### src/rtl/counter_cmd_pkg.sv
`default_nettype none
// +----------------------------------------------------------------------------+
// | counter_cmd_pkg : command/state encodings and idle-drive levels            |
// | Rev 1.0                                                                    |
// +----------------------------------------------------------------------------+
package counter_cmd_pkg;

   typedef enum logic [1:0] {
      OP_LOAD = 2'b00,
      OP_UP   = 2'b01,
      OP_DOWN = 2'b10,
      OP_HOLD = 2'b11
   } op_e;

   typedef enum logic [1:0] {
      ST_IDLE  = 2'd0,
      ST_EXEC  = 2'd1,
      ST_DRAIN = 2'd2
   } state_e;

   localparam logic IDLE_LD_CNT    = 1'b1;
   localparam logic IDLE_UPDN_CNT  = 1'b1;
   localparam logic IDLE_COUNT_ENB = 1'b0;

endpackage
`default_nettype wire

### src/rtl/counter_ref_model.sv
`default_nettype none
// +----------------------------------------------------------------------------+
// | counter_ref_model : shadow of the up/down load counter plus comparator     |
// | Rev 1.0                                                                    |
// +----------------------------------------------------------------------------+
module counter_ref_model #(
   parameter int WIDTH = 16,
   parameter int ERR_W = 8
) (
   input  logic             clk,
   input  logic             rst,
   input  logic             ld_cnt,
   input  logic             updn_cnt,
   input  logic             count_enb,
   input  logic [WIDTH-1:0] data_in,
   input  logic [WIDTH-1:0] data_out,
   output logic             mismatch,
   output logic [ERR_W-1:0] err_cnt,
   output logic [WIDTH-1:0] exp_value
);

   localparam logic [ERR_W-1:0] ERR_MAX = {ERR_W{1'b1}};

   logic [WIDTH-1:0] exp_q, exp_d;
   logic             arm_q, arm_d;
   logic             mismatch_q, mismatch_d;
   logic [ERR_W-1:0] err_q, err_d;

   always_comb begin
      exp_d = exp_q;
      if (!ld_cnt) begin
         exp_d = data_in;
      end else if (count_enb) begin
         exp_d = updn_cnt ? exp_q + 1'b1 : exp_q - 1'b1;
      end
      arm_d = 1'b1;
      // exp_q already reflects the drive applied one edge earlier, like data_out
      mismatch_d = arm_q && (data_out != exp_q);
      err_d      = err_q;
      if (mismatch_d && (err_q != ERR_MAX)) begin
         err_d = err_q + 1'b1;
      end
   end

   always_ff @(posedge clk or posedge rst) begin
      if (rst) begin
         exp_q      <= '0;
         arm_q      <= 1'b0;
         mismatch_q <= 1'b0;
         err_q      <= '0;
      end else begin
         exp_q      <= exp_d;
         arm_q      <= arm_d;
         mismatch_q <= mismatch_d;
         err_q      <= err_d;
      end
   end

   assign exp_value = exp_q;
   assign mismatch  = mismatch_q;
   assign err_cnt   = err_q;

endmodule
`default_nettype wire

### src/rtl/counter_cmd_driver.sv
`default_nettype none
// +----------------------------------------------------------------------------+
// | counter_cmd_driver : valid/ready command initiator for up/down counter     |
// | Rev 1.0                                                                    |
// +----------------------------------------------------------------------------+
module counter_cmd_driver
   import counter_cmd_pkg::*;
#(
   parameter int WIDTH = 16,
   parameter int ERR_W = 8
) (
   input  logic             clk,
   input  logic             rst,
   input  logic             cmd_valid,
   output logic             cmd_ready,
   input  logic [1:0]       cmd_op,
   input  logic [WIDTH-1:0] cmd_arg,
   output logic             ld_cnt,
   output logic             updn_cnt,
   output logic             count_enb,
   output logic [WIDTH-1:0] data_in,
   input  logic [WIDTH-1:0] data_out,
   output logic             busy,
   output logic             mismatch,
   output logic [ERR_W-1:0] err_cnt,
   output logic [WIDTH-1:0] exp_value
);

   localparam logic [WIDTH-1:0] REM_ONE = WIDTH'(1);

   state_e           state_q, state_d;
   op_e              op_q, op_d;
   logic [WIDTH-1:0] arg_q, arg_d;
   logic [WIDTH-1:0] rem_q, rem_d;
   logic             cmd_ready_q, cmd_ready_d;
   logic             busy_q, busy_d;
   logic             ld_cnt_q, ld_cnt_d;
   logic             updn_cnt_q, updn_cnt_d;
   logic             count_enb_q, count_enb_d;
   logic [WIDTH-1:0] data_in_q, data_in_d;
   logic             accept;

   assign accept = cmd_valid && cmd_ready_q;

   always_ff @(posedge clk or posedge rst) begin
      if (rst) begin
         state_q     <= ST_IDLE;
         op_q        <= OP_LOAD;
         arg_q       <= '0;
         rem_q       <= '0;
         cmd_ready_q <= 1'b1;
         busy_q      <= 1'b0;
         ld_cnt_q    <= IDLE_LD_CNT;
         updn_cnt_q  <= IDLE_UPDN_CNT;
         count_enb_q <= IDLE_COUNT_ENB;
         data_in_q   <= '0;
      end else begin
         state_q     <= state_d;
         op_q        <= op_d;
         arg_q       <= arg_d;
         rem_q       <= rem_d;
         cmd_ready_q <= cmd_ready_d;
         busy_q      <= busy_d;
         ld_cnt_q    <= ld_cnt_d;
         updn_cnt_q  <= updn_cnt_d;
         count_enb_q <= count_enb_d;
         data_in_q   <= data_in_d;
      end
   end

   always_comb begin
      state_d = state_q;
      op_d    = op_q;
      arg_d   = arg_q;
      rem_d   = rem_q;
      case (state_q)
         ST_IDLE: begin
            if (accept) begin
               state_d = ST_EXEC;
               op_d    = op_e'(cmd_op);
               arg_d   = cmd_arg;
               // LOAD and zero-length commands occupy exactly one EXEC cycle
               rem_d   = ((op_e'(cmd_op) == OP_LOAD) || (cmd_arg == '0)) ? REM_ONE : cmd_arg;
            end
         end
         ST_EXEC: begin
            if (rem_q == REM_ONE) begin
               state_d = ST_DRAIN;
            end else begin
               rem_d = rem_q - 1'b1;
            end
         end
         ST_DRAIN: state_d = ST_IDLE;
         default:  state_d = ST_IDLE;
      endcase
   end

   // Drive for the coming cycle is decoded from the next state so pins align with EXEC
   always_comb begin
      ld_cnt_d    = IDLE_LD_CNT;
      updn_cnt_d  = IDLE_UPDN_CNT;
      count_enb_d = IDLE_COUNT_ENB;
      data_in_d   = '0;
      cmd_ready_d = (state_d == ST_IDLE);
      busy_d      = (state_d != ST_IDLE);
      if (state_d == ST_EXEC) begin
         case (op_d)
            OP_LOAD: begin
               ld_cnt_d  = 1'b0;
               data_in_d = arg_d;
            end
            OP_UP, OP_DOWN: begin
               if (arg_d != '0) begin
                  count_enb_d = 1'b1;
                  updn_cnt_d  = (op_d == OP_UP);
               end
            end
            default: ;
         endcase
      end
   end

   assign cmd_ready = cmd_ready_q;
   assign busy      = busy_q;
   assign ld_cnt    = ld_cnt_q;
   assign updn_cnt  = updn_cnt_q;
   assign count_enb = count_enb_q;
   assign data_in   = data_in_q;

   counter_ref_model #(
      .WIDTH (WIDTH),
      .ERR_W (ERR_W)
   ) u_ref (
      .clk       (clk),
      .rst       (rst),
      .ld_cnt    (ld_cnt_q),
      .updn_cnt  (updn_cnt_q),
      .count_enb (count_enb_q),
      .data_in   (data_in_q),
      .data_out  (data_out),
      .mismatch  (mismatch),
      .err_cnt   (err_cnt),
      .exp_value (exp_value)
   );

endmodule
`default_nettype wire

### config.mk
export PLATFORM = sky130hd
export DESIGN_NAME = counter_cmd_driver
export DESIGN_NICKNAME = d
export VERILOG_FILES = /design/src/rtl/counter_cmd_pkg.sv /design/src/rtl/counter_ref_model.sv /design/src/rtl/counter_cmd_driver.sv
export SDC_FILE = /design/constraint.sdc
export NUM_CORES = 1
export LEC_CHECK = 0
export BUFFER_PORTS_ARGS = -buffer_cell sky130_fd_sc_hd__clkbuf_2
export CORE_MARGIN = 5
export CORE_UTILIZATION = 56
export DETAILED_ROUTE_END_ITERATION = 16
export PLACE_DENSITY = 0.79
export SLEW_MARGIN = 20
export SYNTH_ARGS = -nofsm -noshare
export SYNTH_HDL_FRONTEND = slang
export SYNTH_SLANG_ARGS = --single-unit
### constraint.sdc
create_clock -name clk -period 3.1 [get_ports clk]
set_input_delay 0 -clock clk [delete_from_list [all_inputs] [get_ports clk]]
set_output_delay 0 -clock clk [all_outputs]
set_load 0.01 [all_outputs]
Word-level counts from Yosys, hierarchy flattened
Index checks and enable logic that the tools add are counted.

Add/sub/neg operators: 4. Bitwise logic cells: 0. Reduce and logical (&&, ||, !) cells: 14. Div/mod/pow operators: 0. Magnitude comparators: 0. Equality and inequality tests: 10. Mux-type cells: 24. Shift operators: 0. Multipliers: 0.

Operators with widths (count): two-way mux 16 bit (10); one-hot mux 16 bit (2 select lines) (1); subtractor 16 x 1 -> 16 bit, second input constant (2); adder 16 x 1 -> 16 bit, second input constant (1); equality test 16 x 1 -> 1 bit, second input constant (1); logical NOT 16 bit (1); != test 16 bit (1); nonzero test 16 bit (1); adder 8 x 1 -> 8 bit, second input constant (1); logical NOT 2 bit (4); two-way mux 1 bit (8); two-way mux 2 bit (4); != test 8 bit, second input constant (1); equality test 2 x 1 -> 1 bit, second input constant (3); != test 2 bit, second input constant (2); one-hot mux 2 bit (2 select lines) (1); nonzero test 2 bit (2); logical AND 1 bit (3); AND reduction 3 bit (1); equality test 2 bit, second input constant (1); != test 2 x 1 -> 1 bit, second input constant (1); OR reduction 2 bit (1); logical OR 1 bit (1).

RAM bits: 0. Word-level logic and storage cells: 66. Memory bits (read-only): 0. Register bits: 83. Memories kept: 0. Bits in latches: 0. Input bits: 37. Output and inout port bits: 46.

Longest topological paths before layout
Word-level depth: 7. Mapped depth: 11. Gate-level depth less buffers: 9.

Modules after synthesis
From an unflattened synthesis, not the netlist that was laid out.

Cell total of the unflattened synthesis: 504. Area total of the unflattened synthesis: 4813.4 sq um.

By module, submodules not included: counter_cmd_driver (sequential area each 1430.1 sq um, cells an instance 273, times used 1, area each 2751.4 sq um); counter_ref_model (sequential area each 650.6 sq um, cells an instance 231, times used 1, area each 2062.0 sq um).

Worst setup path after synthesis
No wires, ideal clock.

Path kind: reg-to-reg. From: register updn_cnt_q (netlist: updn_cnt). To: register u_ref.exp_q[12] (netlist: u_ref.exp_value[12]). Clock period less this slack: 2494 ps. Data required time: 2974 ps. Slack: 606 ps. Library setup time: 126 ps. Cell stages (with the launch flop): 10. Path buffers: 0. Arrival time: 2368 ps. Cells stage by stage: dfstp_2 -> inv_1 -> ha_1 -> nor2b_1 -> o21a_1 -> o21ai_1 -> a21oi_1 -> a31oi_1 -> mux2i_1 -> a221o_1.

Cells in the longest elaborated chain, start to end: 3.

RTL lines: start: declaration (RTL line counter_cmd_driver.sv:38) `logic updn_cnt_q, updn_cnt_d;`; start signal: assignment (RTL line counter_cmd_driver.sv:65) `updn_cnt_q <= updn_cnt_d;`; two-way mux 16 bit (RTL line counter_ref_model.sv:34) `exp_d = updn_cnt ? exp_q + 1'b1 : exp_q - 1'b1;`; two-way mux 16 bit (RTL line counter_ref_model.sv:33) `end else if (count_enb) begin`; two-way mux 16 bit (RTL line counter_ref_model.sv:31) `if (!ld_cnt) begin`; end signal: assignment (RTL line counter_ref_model.sv:52) `exp_q <= exp_d;`; end: declaration (RTL line counter_ref_model.sv:24) `logic [WIDTH-1:0] exp_q, exp_d;`.

Every way passes these cells. The select of a mux whose other input is x is not followed. A chain may end at the register's enable or synchronous reset.

Final worst setup path
Ends and elaborated chain as after synthesis.

==> impl_metrics.tcl <==
set metrics [dict create \
    vdd_drop_max_uv 481 \
    synth_flop_cell "dfrtp_1" \
    num_antenna_cells 0 \
    status "finished clean" \
    p_leak_nw 2.71 \
    yosysMostFrequentCell "dfrtp_1" \
    synth-seq-cells 83 \
    critical-path-top-delay-family "compound AO/OA/AOI/OAI gates" \
    avgSynthCellArea_um2 9.63 \
    antenna_found_initial 0 \
    synthTopCellsByArea "dfrtp_1, mux2i_1, ha_1" \
    clkSlewWorstSetupHoldPaths_ns 0.09 \
    port_buffers 82 \
    synth_top_cell_by_area "dfrtp_1" \
    core_area_um2 8090 \
    fin_crit_ns 2.85 \
    end_kind "flop" \
    syn_nets 532 \
    path_class "reg2reg" \
    yosysWarnings 0 \
    fin_nets 628 \
    cts.sinks 83 \
    finalSetupViolations 0 \
    fp.dieW_um 100 \
    min_path_type "in2reg" \
    async_flop_share_pct 100 \
    reg2reg_depth 9 \
    cts_made_buffers 9 \
    synth_top_family_by_area "simple AND/OR/NAND/NOR gates" \
    place.gp.congestion 0.960 \
    drt_wl_total_um 11300 \
    die_area_um2 10100 \
    synth_edf_count 0 \
    critPathMaxFanout 16 \
    initial_utilization_pct 56.5 \
    areaGrowthSynthToFinish_pct 18.9 \
    ys_types 55 \
    core.rowCount 33 \
    seq_area_frac_synth_pct 45.5 \
    r2r_end "u_ref.exp_value[12]$_DFFE_PP0P_" \
    whs_endpoint "arg_q[7]$_DFF_PP0_" \
    slew_violations 0 \
    fin_util_pct 67.2 \
    clock_latency_ns 0.35 \
    critical_path_buf_inv_count 1 \
    grt_pass1_vias 3758 \
    fin_setup_tns_ns 0 \
    reg2reg_slack_ns 0.25 \
    clock_skew_ns 0.0130 \
    hold_viol 0 \
    synth_top_area_share_pct 43.8 \
    maxCapViolCount 0 \
    synth_fa_ha_area_share_pct 5.63 \
    tightest_slew_ns 0.992 \
    hp-start "cmd_arg[7]" \
    clockBufferDepth 2 \
    cts_tree "yes" \
    die-height_um 100 \
    hold_depth 3 \
    place_area_um2 5070 \
    post_cts_buffers 0 \
    firstDrtPassIters 4 \
    drcViolationCount 0 \
    critPathSlowestCell "dfstp_2" \
    pwr_density_cell_nw_per_um2 712 \
    cp.depth 9 \
    grt_max_degree 65 \
    start_kind "flop" \
    yosys-mux-area-fraction_pct 6.84 \
    yosys.area_share.simple_pct 16.1 \
    antenna_left 0 \
    path_cells "inv_1 -> ha_1 -> nor2b_1 -> o21a_1 -> o21ai_1 -> a21oi_1 -> a31oi_1 -> mux2i_1 -> a221o_1" \
    critPathRequiredTime_ns 3.34 \
    gr-total-overflow 0 \
    ctsHtreeMaxLevel 3 \
    fmax_ghz 0.351 \
    hpwl_um 8410 \
    synth_xor_area_share_pct 5.93 \
    grt_pass1_wl_um 18600 \
    rsz0062_at_grt "false" \
    post-route-period-util_pct 92.0 \
    cp.arrival_ns 3.10 \
    vias_per_cell 5.81 \
    fin_area_um2 5440 \
    drive_gt1_share_pct 20.3 \
    vias 3953 \
    boundaryPins 83 \
    ys_top_cells_by_count "dfrtp_1, nor2_1, a21oi_1, inv_1, mux2i_1" \
    cts-root-buf "clkbuf_8" \
    netlist_instances 475 \
    synth_compound_area_share_pct 15.1 \
    critPathMaxStageDelay_ns 0.59 \
    r2r-start "updn_cnt$_DFF_PP1_" \
    wl_per_cell_um 16.7 \
    dr.first_iter.drc_count 150 \
    max_slew_margin_pct 33.6 \
    track_usage_pct 23.4 \
    synth_area_um2 4580 \
]
[cell families (layout without fill, tap and decap cells)]
kind of cell	after synthesis	after routing
simple gates	145	145
compound gates	115	115
flops	83	83
buf+inv	49	149
xor+xnor	31	31
mux	31	31
fa+ha+maj	20	20
other cells	1	1
[report_power, final]
part | internal (mW) | total, mW | switching [mW]
Clock | 0.536 | 0.941 | 0.406
Sequential | 1.34 | 1.65 | 0.315
Combinational | 0.563 | 1.28 | 0.717
[worst reg2reg max path, delay by kind of cell, from the launching register on]
kind                       cells  cell delay [ns]
and+or+nand+nor                1             0.15
DFF                            1             0.59
AOI/OAI and AO/OA              5             1.15
buffers and inverters          1             0.29
adders and majority gates      1             0.45
muxes                          1             0.11
[cells in the final DEF, fill, tap and decap left out, types with 3 or more instances in the layout]
cell	count
clkbuf_2	82
dfrtp_1	80
nor2_1	54
a21oi_1	39
inv_1	31
mux2i_1	29
xnor2_1	26
nand2_1	23
o21ai_0	21
ha_1	19
o21ai_1	15
nor3_1	13
dlygate4sd3_1	13
nand4_1	12
clkbuf_8	9
a22oi_1	7
nand2b_1	6
nor2b_1	6
nor4_1	6
a31oi_1	6
nand3_1	6
buf_4	6
a32oi_1	5
xor2_1	5
and3_1	4
a211oi_1	4
o21bai_1	3
a221o_1	3
bufinv_16	3
dfstp_2	3
[worst max path at each step]
stage | endpoint | from | slack (ns)
2_1_floorplan | u_ref.exp_value[12]$_DFFE_PP0P_ | updn_cnt$_DFF_PP1_ | 0.61
3_3_place_gp | u_ref.exp_value[12]$_DFFE_PP0P_ | updn_cnt$_DFF_PP1_ | 0.38
3_5_place_dp | u_ref.exp_value[12]$_DFFE_PP0P_ | updn_cnt$_DFF_PP1_ | 0.30
4_1_cts | u_ref.exp_value[12]$_DFFE_PP0P_ | updn_cnt$_DFF_PP1_ | 0.29
5_1_grt | u_ref.exp_value[12]$_DFFE_PP0P_ | updn_cnt$_DFF_PP1_ | 0.03
6_report | u_ref.exp_value[12]$_DFFE_PP0P_ | updn_cnt$_DFF_PP1_ | 0.25
[state kept, by name, indices dropped and copies added (netlist names), 2 cells and up]
name	count
state_q	2
op_q	2
rem_q	16
data_in	16
arg_q	16
u_ref.exp_value	16
u_ref.err_cnt	8
[repair_timing]
action | 4_1_cts | 5_1_grt
hold endpoints to repair | 76 | 0
gates resized for setup | 0 | 0
hold buffers | 13 | 0
[layout make-up]
class | count | area (µm²)
clock buffer | 9 | 124
clock inverter | 6 | 113
fill | 659 | 2650
inverter | 33 | 129
multi-input combinational | 343 | 2280
sequential | 83 | 2080
tap | 105 | 131
timing repair buffer | 101 | 586
[through the flow]
stage | total power [mW] | hold WS, ns | setup WS [ns] | cells
after floorplan | 2.53 | 0.135 | 0.606 | 475
after global placement | 2.87 | 0.266 | 0.384 | 652
after detailed placement | 2.93 | 0.276 | 0.302 | 652
after CTS | 3.89 | 0.00438 | 0.293 | 680
after global routing | 4.12 | 0.00851 | 0.0257 | 680
final | 3.87 | 0.0186 | 0.248 | 680
[metal layers]
layer  vias up  GRT usage (%)  wire [µm]
li1       1870              -          -
met1      1895           31.7       4690
met2       167           38.2       5550
met3        21           4.03        823
met4         0           7.56        267
met5         -              0          0
(Power assumes the default switching activity.)
